$ cat config.mk
export PLATFORM = sky130hd
export DESIGN_NAME = mux_sel_rr_arbiter_flat
export DESIGN_NICKNAME = d
export VERILOG_FILES = /design/src/rtl/mux_sel_rr_arbiter_if.sv /design/src/rtl/mux_sel_rr_arbiter.sv /design/src/flat_wrapper.sv
export SDC_FILE = /design/constraint.sdc
export NUM_CORES = 1
export LEC_CHECK = 0
export ABC_AREA = 1
export ABC_CLOCK_PERIOD_IN_PS = 5700
export CELL_PAD_IN_SITES_DETAIL_PLACEMENT = 1
export CELL_PAD_IN_SITES_GLOBAL_PLACEMENT = 2
export CORE_MARGIN = 8
export CORE_UTILIZATION = 31
export DETAILED_ROUTE_END_ITERATION = 10
export GPL_ROUTABILITY_DRIVEN = 0
export PLACE_DENSITY_LB_ADDON = 0.1
export SLEW_MARGIN = 5
export SYNTH_ARGS = -nofsm -noshare
export SYNTH_HDL_FRONTEND = slang
export SYNTH_SLANG_ARGS = --single-unit
$ cat constraint.sdc
create_clock -name i_clk -period 5.7 [get_ports i_clk]
set_input_delay 0.57 -clock i_clk [delete_from_list [all_inputs] [get_ports i_clk]]
set_output_delay 0.57 -clock i_clk [all_outputs]
set_load 0.01 [all_outputs]
$ cat src/rtl/mux_sel_rr_arbiter_if.sv
// Request/grant and captured-data bundle between the five mux sources and the
// round-robin arbiter that drives the shared 5-to-1 result mux select.
interface mux_sel_rr_arbiter_if #(
   parameter int DW = 4
);
   // Handshake: i_req[n] is a level held while source n wants beats.
   // A beat happens on every cycle where o_gnt[n] and i_req[n] are both 1.
   // The edge after a beat registers i_dat into o_dat and pulses o_dat_vld for one cycle.
   logic [4:0]    i_req;
   logic [DW-1:0] i_dat;
   logic [4:0]    o_gnt;
   logic [2:0]    o_ctrl;
   logic          o_busy;
   logic [DW-1:0] o_dat;
   logic          o_dat_vld;
   logic [2:0]    o_dat_id;

   modport master (
      output i_req, i_dat,
      input  o_gnt, o_ctrl, o_busy, o_dat, o_dat_vld, o_dat_id
   );

   modport slave (
      input  i_req, i_dat,
      output o_gnt, o_ctrl, o_busy, o_dat, o_dat_vld, o_dat_id
   );
endinterface

$ cat src/rtl/mux_sel_rr_arbiter.sv
// Round-robin arbiter for five sources sharing the 4-bit 5-to-1 result mux,
// with a per-grant burst limit and registered, source-tagged beat capture.
module mux_sel_rr_arbiter #(
   parameter int DW        = 4,
   parameter int MAX_BURST = 4
) (
   input  logic                 i_clk,
   input  logic                 i_rst_n,
   mux_sel_rr_arbiter_if.slave  bus,
   output logic                 dbg_state
);
   typedef enum logic {IDLE = 1'b0, GRANT = 1'b1} state_t;

   localparam logic [3:0] CNT_LAST = 4'(MAX_BURST - 1);

   state_t        state_q, state_d;
   logic [2:0]    ptr_q, ptr_d;
   logic [3:0]    cnt_q, cnt_d;
   logic [2:0]    owner_q, owner_d;
   logic [4:0]    gnt_q, gnt_d;
   logic [DW-1:0] dat_q, dat_d;
   logic          vld_q, vld_d;
   logic [2:0]    id_q, id_d;

   logic          owner_req;
   logic          beat;
   logic          rel;
   logic [2:0]    rot_ptr;
   logic [2:0]    scan_ptr;
   logic          win_found;
   logic [2:0]    win_idx;
   logic [3:0]    scan_sum;

   assign owner_req = bus.i_req[owner_q];
   assign beat      = (state_q == GRANT) && owner_req;
   assign rel       = (state_q == GRANT) && (!owner_req || (cnt_q == CNT_LAST));
   assign rot_ptr   = (owner_q == 3'd4) ? 3'd0 : owner_q + 3'd1;
   // On release the scan already starts past the old owner, so a lone
   // requester is re-granted but any other requester takes precedence.
   assign scan_ptr  = rel ? rot_ptr : ptr_q;

   // Descending scan so the source closest to scan_ptr is written last and wins.
   always_comb begin
      win_found = 1'b0;
      win_idx   = 3'd0;
      scan_sum  = 4'd0;
      for (int i = 4; i >= 0; i--) begin
         scan_sum = {1'b0, scan_ptr} + 4'(i);
         if (scan_sum >= 4'd5) scan_sum = scan_sum - 4'd5;
         if (bus.i_req[scan_sum[2:0]]) begin
            win_found = 1'b1;
            win_idx   = scan_sum[2:0];
         end
      end
   end

   always_ff @(posedge i_clk) begin
      if (!i_rst_n) begin
         state_q <= IDLE;
         ptr_q   <= 3'd0;
         cnt_q   <= 4'd0;
         owner_q <= 3'd0;
         gnt_q   <= 5'd0;
         dat_q   <= '0;
         vld_q   <= 1'b0;
         id_q    <= 3'd0;
      end else begin
         state_q <= state_d;
         ptr_q   <= ptr_d;
         cnt_q   <= cnt_d;
         owner_q <= owner_d;
         gnt_q   <= gnt_d;
         dat_q   <= dat_d;
         vld_q   <= vld_d;
         id_q    <= id_d;
      end
   end

   always_comb begin
      state_d = state_q;
      ptr_d   = ptr_q;
      cnt_d   = cnt_q;
      owner_d = owner_q;
      gnt_d   = gnt_q;
      dat_d   = dat_q;
      vld_d   = beat;
      id_d    = id_q;
      if (beat) begin
         dat_d = bus.i_dat;
         id_d  = owner_q;
         cnt_d = cnt_q + 4'd1;
      end
      if ((state_q == IDLE) || rel) begin
         ptr_d = scan_ptr;
         cnt_d = 4'd0;
         if (win_found) begin
            state_d = GRANT;
            owner_d = win_idx;
            gnt_d   = 5'b00001 << win_idx;
         end else begin
            state_d = IDLE;
            owner_d = 3'd0;
            gnt_d   = 5'd0;
         end
      end
   end

   always_comb begin
      bus.o_gnt     = gnt_q;
      bus.o_ctrl    = owner_q;
      bus.o_busy    = (state_q == GRANT);
      bus.o_dat     = dat_q;
      bus.o_dat_vld = vld_q;
      bus.o_dat_id  = id_q;
      dbg_state     = state_q;
   end
endmodule

$ cat src/flat_wrapper.sv
// flat-port wrapper written by rule: the top's interface ports become plain ports
module mux_sel_rr_arbiter_flat 
#(
   parameter int DW        = 4,
   parameter int MAX_BURST = 4
)
  (i_clk, i_rst_n, dbg_state, bus_i_req, bus_i_dat, bus_o_gnt, bus_o_ctrl, bus_o_busy, bus_o_dat, bus_o_dat_vld, bus_o_dat_id);
  mux_sel_rr_arbiter_if #(.DW(DW)) bus_i ();
  input  logic i_clk;
  input  logic i_rst_n;
  output logic dbg_state;
  input wire logic [$bits(bus_i.i_req)-1:0] bus_i_req;
  input wire logic [$bits(bus_i.i_dat)-1:0] bus_i_dat;
  output wire logic [$bits(bus_i.o_gnt)-1:0] bus_o_gnt;
  output wire logic [$bits(bus_i.o_ctrl)-1:0] bus_o_ctrl;
  output wire logic [$bits(bus_i.o_busy)-1:0] bus_o_busy;
  output wire logic [$bits(bus_i.o_dat)-1:0] bus_o_dat;
  output wire logic [$bits(bus_i.o_dat_vld)-1:0] bus_o_dat_vld;
  output wire logic [$bits(bus_i.o_dat_id)-1:0] bus_o_dat_id;
  assign bus_i.i_req = bus_i_req;
  assign bus_i.i_dat = bus_i_dat;
  assign bus_o_gnt = bus_i.o_gnt;
  assign bus_o_ctrl = bus_i.o_ctrl;
  assign bus_o_busy = bus_i.o_busy;
  assign bus_o_dat = bus_i.o_dat;
  assign bus_o_dat_vld = bus_i.o_dat_vld;
  assign bus_o_dat_id = bus_i.o_dat_id;
  mux_sel_rr_arbiter #(.DW(DW), .MAX_BURST(MAX_BURST)) u_core (.i_clk(i_clk), .i_rst_n(i_rst_n), .bus(bus_i), .dbg_state(dbg_state));
endmodule
Word level (Yosys, flattened, before mapping)
Cells that the tools add are included.
{ "word_totals": {"regBits": 24, "inputBits": 11, "out_inout_bits": 18, "word_cells": 73} }
{ "classes": {"n_addsub": 11, "n_lt_le_gt_ge": 11, "eq_ne": 2, "shifts": 1, "mux": 32, "n_bitwise": 2, "n_reduce_logical": 6} }
{ "ops": {"columns": ["cell", "n"], "rows": [
  ["3-bit two-way mux", 13],
  ["3-bit by 4-bit less-than comparator with 1-bit output, second input constant", 6],
  ["1-bit binary-select mux with 3-bit select", 6],
  ["4-bit by 3-bit >= comparator with 1-bit output, second input constant", 4],
  ["3-bit subtractor, second input constant", 5],
  ["1-bit two-way mux", 12],
  ["3-bit by 2-bit adder with 4-bit output, second input constant", 2],
  ["5-bit two-way mux", 1],
  ["1-bit by 3-bit << shifter with 5-bit output, first input constant", 1],
  ["3-bit by 1-bit adder with 4-bit output, second input constant", 1],
  ["3-bit by 3-bit adder with 4-bit output, second input constant", 1],
  ["4-bit by 1-bit adder with 4-bit output, second input constant", 1],
  ["4-bit by 2-bit equality test with 1-bit output, second input constant", 1],
  ["3-bit by 1-bit adder with 3-bit output, second input constant", 1],
  ["3-bit equality test, second input constant", 1],
  ["3-bit >= comparator, second input constant", 1],
  ["1-bit logical AND", 2],
  ["1-bit logical OR", 2],
  ["1-bit inverter", 2],
  ["2-bit OR reduction", 1],
  ["1-bit logical NOT", 1]
]} }

Depth between registers and ports, before layout
{ "logic_depth": {"depth_word": 18, "ltp_mapped": 32, "ltp_nobuf": 32} }

Least setup slack after synthesis
OpenSTA, ideal clock, no wires.
{ "synth_path": {"path_type": "in2reg", "from": "input port bus_i_req[2]", "to": "register u_core.owner_q[2] (netlist: u_core.bus.o_ctrl[2])", "setup_time_ns": 0.117, "t_arrival_ns": 3.620, "required_time_ns": 5.583, "slack_ns": 1.963, "cell_stages": 30, "path_buffers": 0, "cell_sequence": "inv_1 > nand2_1 > nand3_1 > nand2_1 > nand2_1 > nand2_2 > nand2_4 > nand2_4 > o21ai_2 > inv_1 > ha_1 > fa_1 > inv_1 > nor2_1 > a21oi_1 > inv_1 > nand2_1 > nand3_1 > nand3_1 > nand2_1 > nand2_1 > nand2_2 > nor2_1 > nand2_1 > nor2_2 > nand3_2 > nand2_2 > inv_2 > nand2_1 > o21ai_1"} }
{ "synth_via": {"elab_chain_len": 17, "elab_cells_between_ends": 47, "cone_classes": "add/sub (9); order compare (5); mux (29); reduce/logical (4)"} }
{ "synth_lines": {"columns": ["item", "line", "rtl"], "rows": [
  ["start, declared", "flat_wrapper.sv:12", "input wire logic [$bits(bus_i.i_req)-1:0] bus_i_req;"],
  ["1-bit binary-select mux with 3-bit select *", "mux_sel_rr_arbiter.sv:34", "assign owner_req = bus.i_req[owner_q];"],
  ["1-bit two-way mux (not written as such) *", "mux_sel_rr_arbiter.sv:34", null],
  ["1-bit logical NOT *", "mux_sel_rr_arbiter.sv:36", "assign rel = (state_q == GRANT) && (!owner_req || (cnt_q == CNT_LAST));"],
  ["1-bit logical OR *", "mux_sel_rr_arbiter.sv:36", null],
  ["1-bit logical AND *", "mux_sel_rr_arbiter.sv:36", null],
  ["3-bit two-way mux *", "mux_sel_rr_arbiter.sv:40", "assign scan_ptr = rel ? rot_ptr : ptr_q;"],
  ["net u_core.scan_ptr[1]", "mux_sel_rr_arbiter.sv:29", "logic [2:0] scan_ptr;"],
  ["3-bit by 3-bit adder with 4-bit output", "mux_sel_rr_arbiter.sv:48", "scan_sum = {1'b0, scan_ptr} + 4'(i);"],
  ["4-bit by 3-bit >= comparator with 1-bit output / 3-bit subtractor (equally long branches)", "mux_sel_rr_arbiter.sv:49", "if (scan_sum >= 4'd5) scan_sum = scan_sum - 4'd5;"],
  ["3-bit two-way mux", "mux_sel_rr_arbiter.sv:49", null],
  ["1-bit binary-select mux with 3-bit select", "mux_sel_rr_arbiter.sv:50", "if (bus.i_req[scan_sum[2:0]]) begin"],
  ["1-bit two-way mux (not written as such)", "mux_sel_rr_arbiter.sv:50", null],
  ["3-bit two-way mux / 1-bit two-way mux (equally long branches) (5 in series)", "mux_sel_rr_arbiter.sv:50", null],
  ["3-bit two-way mux *", "mux_sel_rr_arbiter.sv:96", "if (win_found) begin"],
  ["end signal, assigned", "mux_sel_rr_arbiter.sv:71", "owner_q <= owner_d;"],
  ["end, declared", "mux_sel_rr_arbiter.sv:19", "logic [2:0] owner_q, owner_d;"]
]} }
Mark *: on every way through the listed nets, which the timed path passes. The rest lies on a longest branch. The select of a mux whose other input is x is not followed.
A chain may end at the register's enable or synchronous reset.

Worst setup path in the final report
Ends and elaborated chain as after synthesis.

==> reports/metrics.yaml <==
floorplan:
  die_h_um: 96.8
  dieArea_um2: 9360
  placementRows: 29
  initial_core_util_pct: 32.0
  io_pins: 29
  core_area_um2: 6310
  dieWidth_um: 96.8
timing:
  finalSetupTns_ns: 0
  fin_crit_sh_pct: 78.1
  worst_pin_slew_ns: 0.526
  relSlewSlack_pct: 64.5
  period_minus_slack_ns: 4.45
  rsz0062_at_grt: "no"
  final.setup_skew_ns: 0.00354
  slew_viol_final: 0
  setup_slack_ns: 1.25
  setup_violations: 0
  clock.fmax_mhz: 225
  hold_viol: 0
final_layout:
  n_fill_cell: 850
  area_delta_synth_final_pct: 20.0
  nets: 379
  drive_above_1_share_pct: 11.3
  fin_area_um2: 2430
  diodes: 0
  register_area_um2: 480
  final_common_cell: "nand2_1"
  multi_input_area_um2: 1350
  final_cell_mix: "nand2_1 (98), nand3_1 (40), inv_1 (36)"
detailed_routing:
  drc: 0
  routedWlPerCell_um: 14.9
  met3WireLength_um: 131
  dr_wl_met2_um: 3120
  viasPerCell: 5.01
  drt_iter0_drc: 59
  dr.pass1.iters: 4
  wl_met1_um: 3110
  num_vias: 2165
  wl_um: 6450
  routed.top_layer: "met4"
  antenna_left: 0
clock_network:
  cts_buffer_depth: 2
  hold_buffers: 0
  postCtsSetupBuffers: 0
  cts_root_buffer: "clkbuf_8"
  clock_sinks: 24
  cts_max_level: 1
  cts_buffers: 3
  cts_tree: "built"
  post_cts_resized: 0
  clk-insertion-delay-late_ns: 0.27
  path_clk_slew_ns: 0.09
synth:
  synth.distinct_cells: 33
  yosys.area.top_type: "dfxtp_1"
  syn_inst: 327
  yosys-top-cells-area: "dfxtp_1 (24%), nand2_1 (18%), nand3_1 (9.9%)"
  synth_warnings: 0
  syn-mean-instance-area_um2: 6.18
  synth-seq-cells: 24
  synth_top_area_share_pct: 23.8
  yosysSeqAreaShare_pct: 23.8
  syn_area_um2: 2020
  synth_fp_nets: 350
critical_path:
  path_buf_inv: 6
  crit_type: "in -> reg"
  crit_path_max_incr_delay_ns: 0.42
  rrSetupSlack_ns: 1.52
  cpMostUsedCell: "nand2_1"
  worstPathRequired_ns: 5.86
  cp_data_arrival_time_ns: 4.61
  crit_family: "simple AND/OR/NAND/NOR gates"
  r2r_cells: 28
  critPathLaunchType: "input port"
  cp-end-kind: "flip-flop"
  crit_path_top_delay_cell: "clkdlybuf4s50_1"
  r2r-end: "u_core.bus.o_ctrl[2]$_SDFFE_PN0P_"
  crit_fanout: 10
  r2r_start: "u_core.cnt_q[0]$_SDFFE_PP0P_"
place:
  dp_hpwl_um: 5310
  post_dp_cell_area_um2: 2370
  port_buffers: 28
  place_ws_ns: 0.922
global_routing:
  grt_overflow_total: 0
  grt_max_degree: 14
  grt_pass1_vias: 2258
  grt_pass1_wl_um: 11100
  grt_use_total_pct: 13.9
  antenna_found_initial: 0
run_status:
  outcome: "finished, final reports clean"
hold_path:
  min_to: "u_core.bus.o_gnt[2]$_SDFFE_PN0P_"
  hold_path_depth: 2
  hold_class: "reg -> reg"
  min_from: "u_core.bus.o_gnt[2]$_SDFFE_PN0P_"
flow_run:
  max_cap_viol_count: 0
## logic make-up (layout without fill, tap and decap cells)
family | Yosys count | count (layout) | synth area share, %
compound gates | 38 | 38 | 11.2
flops | 24 | 24 | 23.8
buf+inv | 49 | 77 | 9.65
fa+ha+maj | 12 | 12 | 7.80
simple gates | 203 | 203 | 47.2
xor+xnor | 1 | 1 | 0.433
## metrics by stage
| step | util, % | instances | hold WS (ns) |
|---|---|---|---|
| 2_1_floorplan | - | 327 | 0.418 |
| 6_report | 38.4 | 432 | 0.460 |
| 3_3_place_gp | 37.6 | 428 | 0.438 |
| 5_1_grt | 38.4 | 432 | 0.481 |
| 3_5_place_dp | 37.6 | 428 | 0.450 |
| 4_1_cts | 38.4 | 432 | 0.464 |
## tightest hold or removal path: cells and delay by family, from the launching register on
| family | cells | cell delay (ns) |
|---|---|---|
| DFF | 1 | 0.32 |
| and+or+nand+nor | 2 | 0.11 |
## worst max path at each step
stage               depth (start not counted)                                end    startpoint
floorplan                                  30  u_core.bus.o_ctrl[2]$_SDFFE_PN0P_  bus_i_req[2]
global placement                           31  u_core.bus.o_ctrl[2]$_SDFFE_PN0P_  bus_i_req[2]
detailed placement                         31  u_core.bus.o_ctrl[2]$_SDFFE_PN0P_  bus_i_req[2]
CTS                                        31  u_core.bus.o_ctrl[2]$_SDFFE_PN0P_  bus_i_req[2]
global route                               31  u_core.bus.o_ctrl[2]$_SDFFE_PN0P_  bus_i_req[2]
finish                                     31  u_core.bus.o_ctrl[2]$_SDFFE_PN0P_  bus_i_req[2]
## cell usage after synthesis, drive strengths merged
master,instances
nand2,115
a21boi,3
nand4,9
ha,11
a21oi,11
clkbuf,2
or2,1
o22ai,1
and2,1
nand3,44
fa,1
nor2,26
nor3,4
o21a,2
nand3b,3
o31ai,1
xnor2,1
a31oi,1
inv,45
buf,2
o21ai,19
dfxtp,24
## per-layer routing
layer / vias up / GRT usage, %
met5: - / 0
met4: 0 / 4.38
met3: 4 / 1.49
met2: 22 / 24.6
met1: 1028 / 17.0
li1: 1111 / -
## final cells by class
class	instances	share of cell area [%]
multi-input combinational	254	55.5
sequential	24	19.8
timing repair buffer	28	11.5
inverter	45	6.96
tap	77	3.97
clock buffer	4	2.27
## state kept, by name (all words and copies together), names as in the netlist
name,cells
u_core.bus.o_ctrl,3
u_core.bus.o_dat_id,3
u_core.cnt_q,4
u_core.bus.o_dat,4
u_core.bus.o_gnt,5
u_core.ptr_q,3
u_core.bus.o_dat_vld,1
u_core.bus.o_busy,1
Power is not shown: default switching activity piles up to over one toggle a cycle in this logic, so the estimate is an artifact.
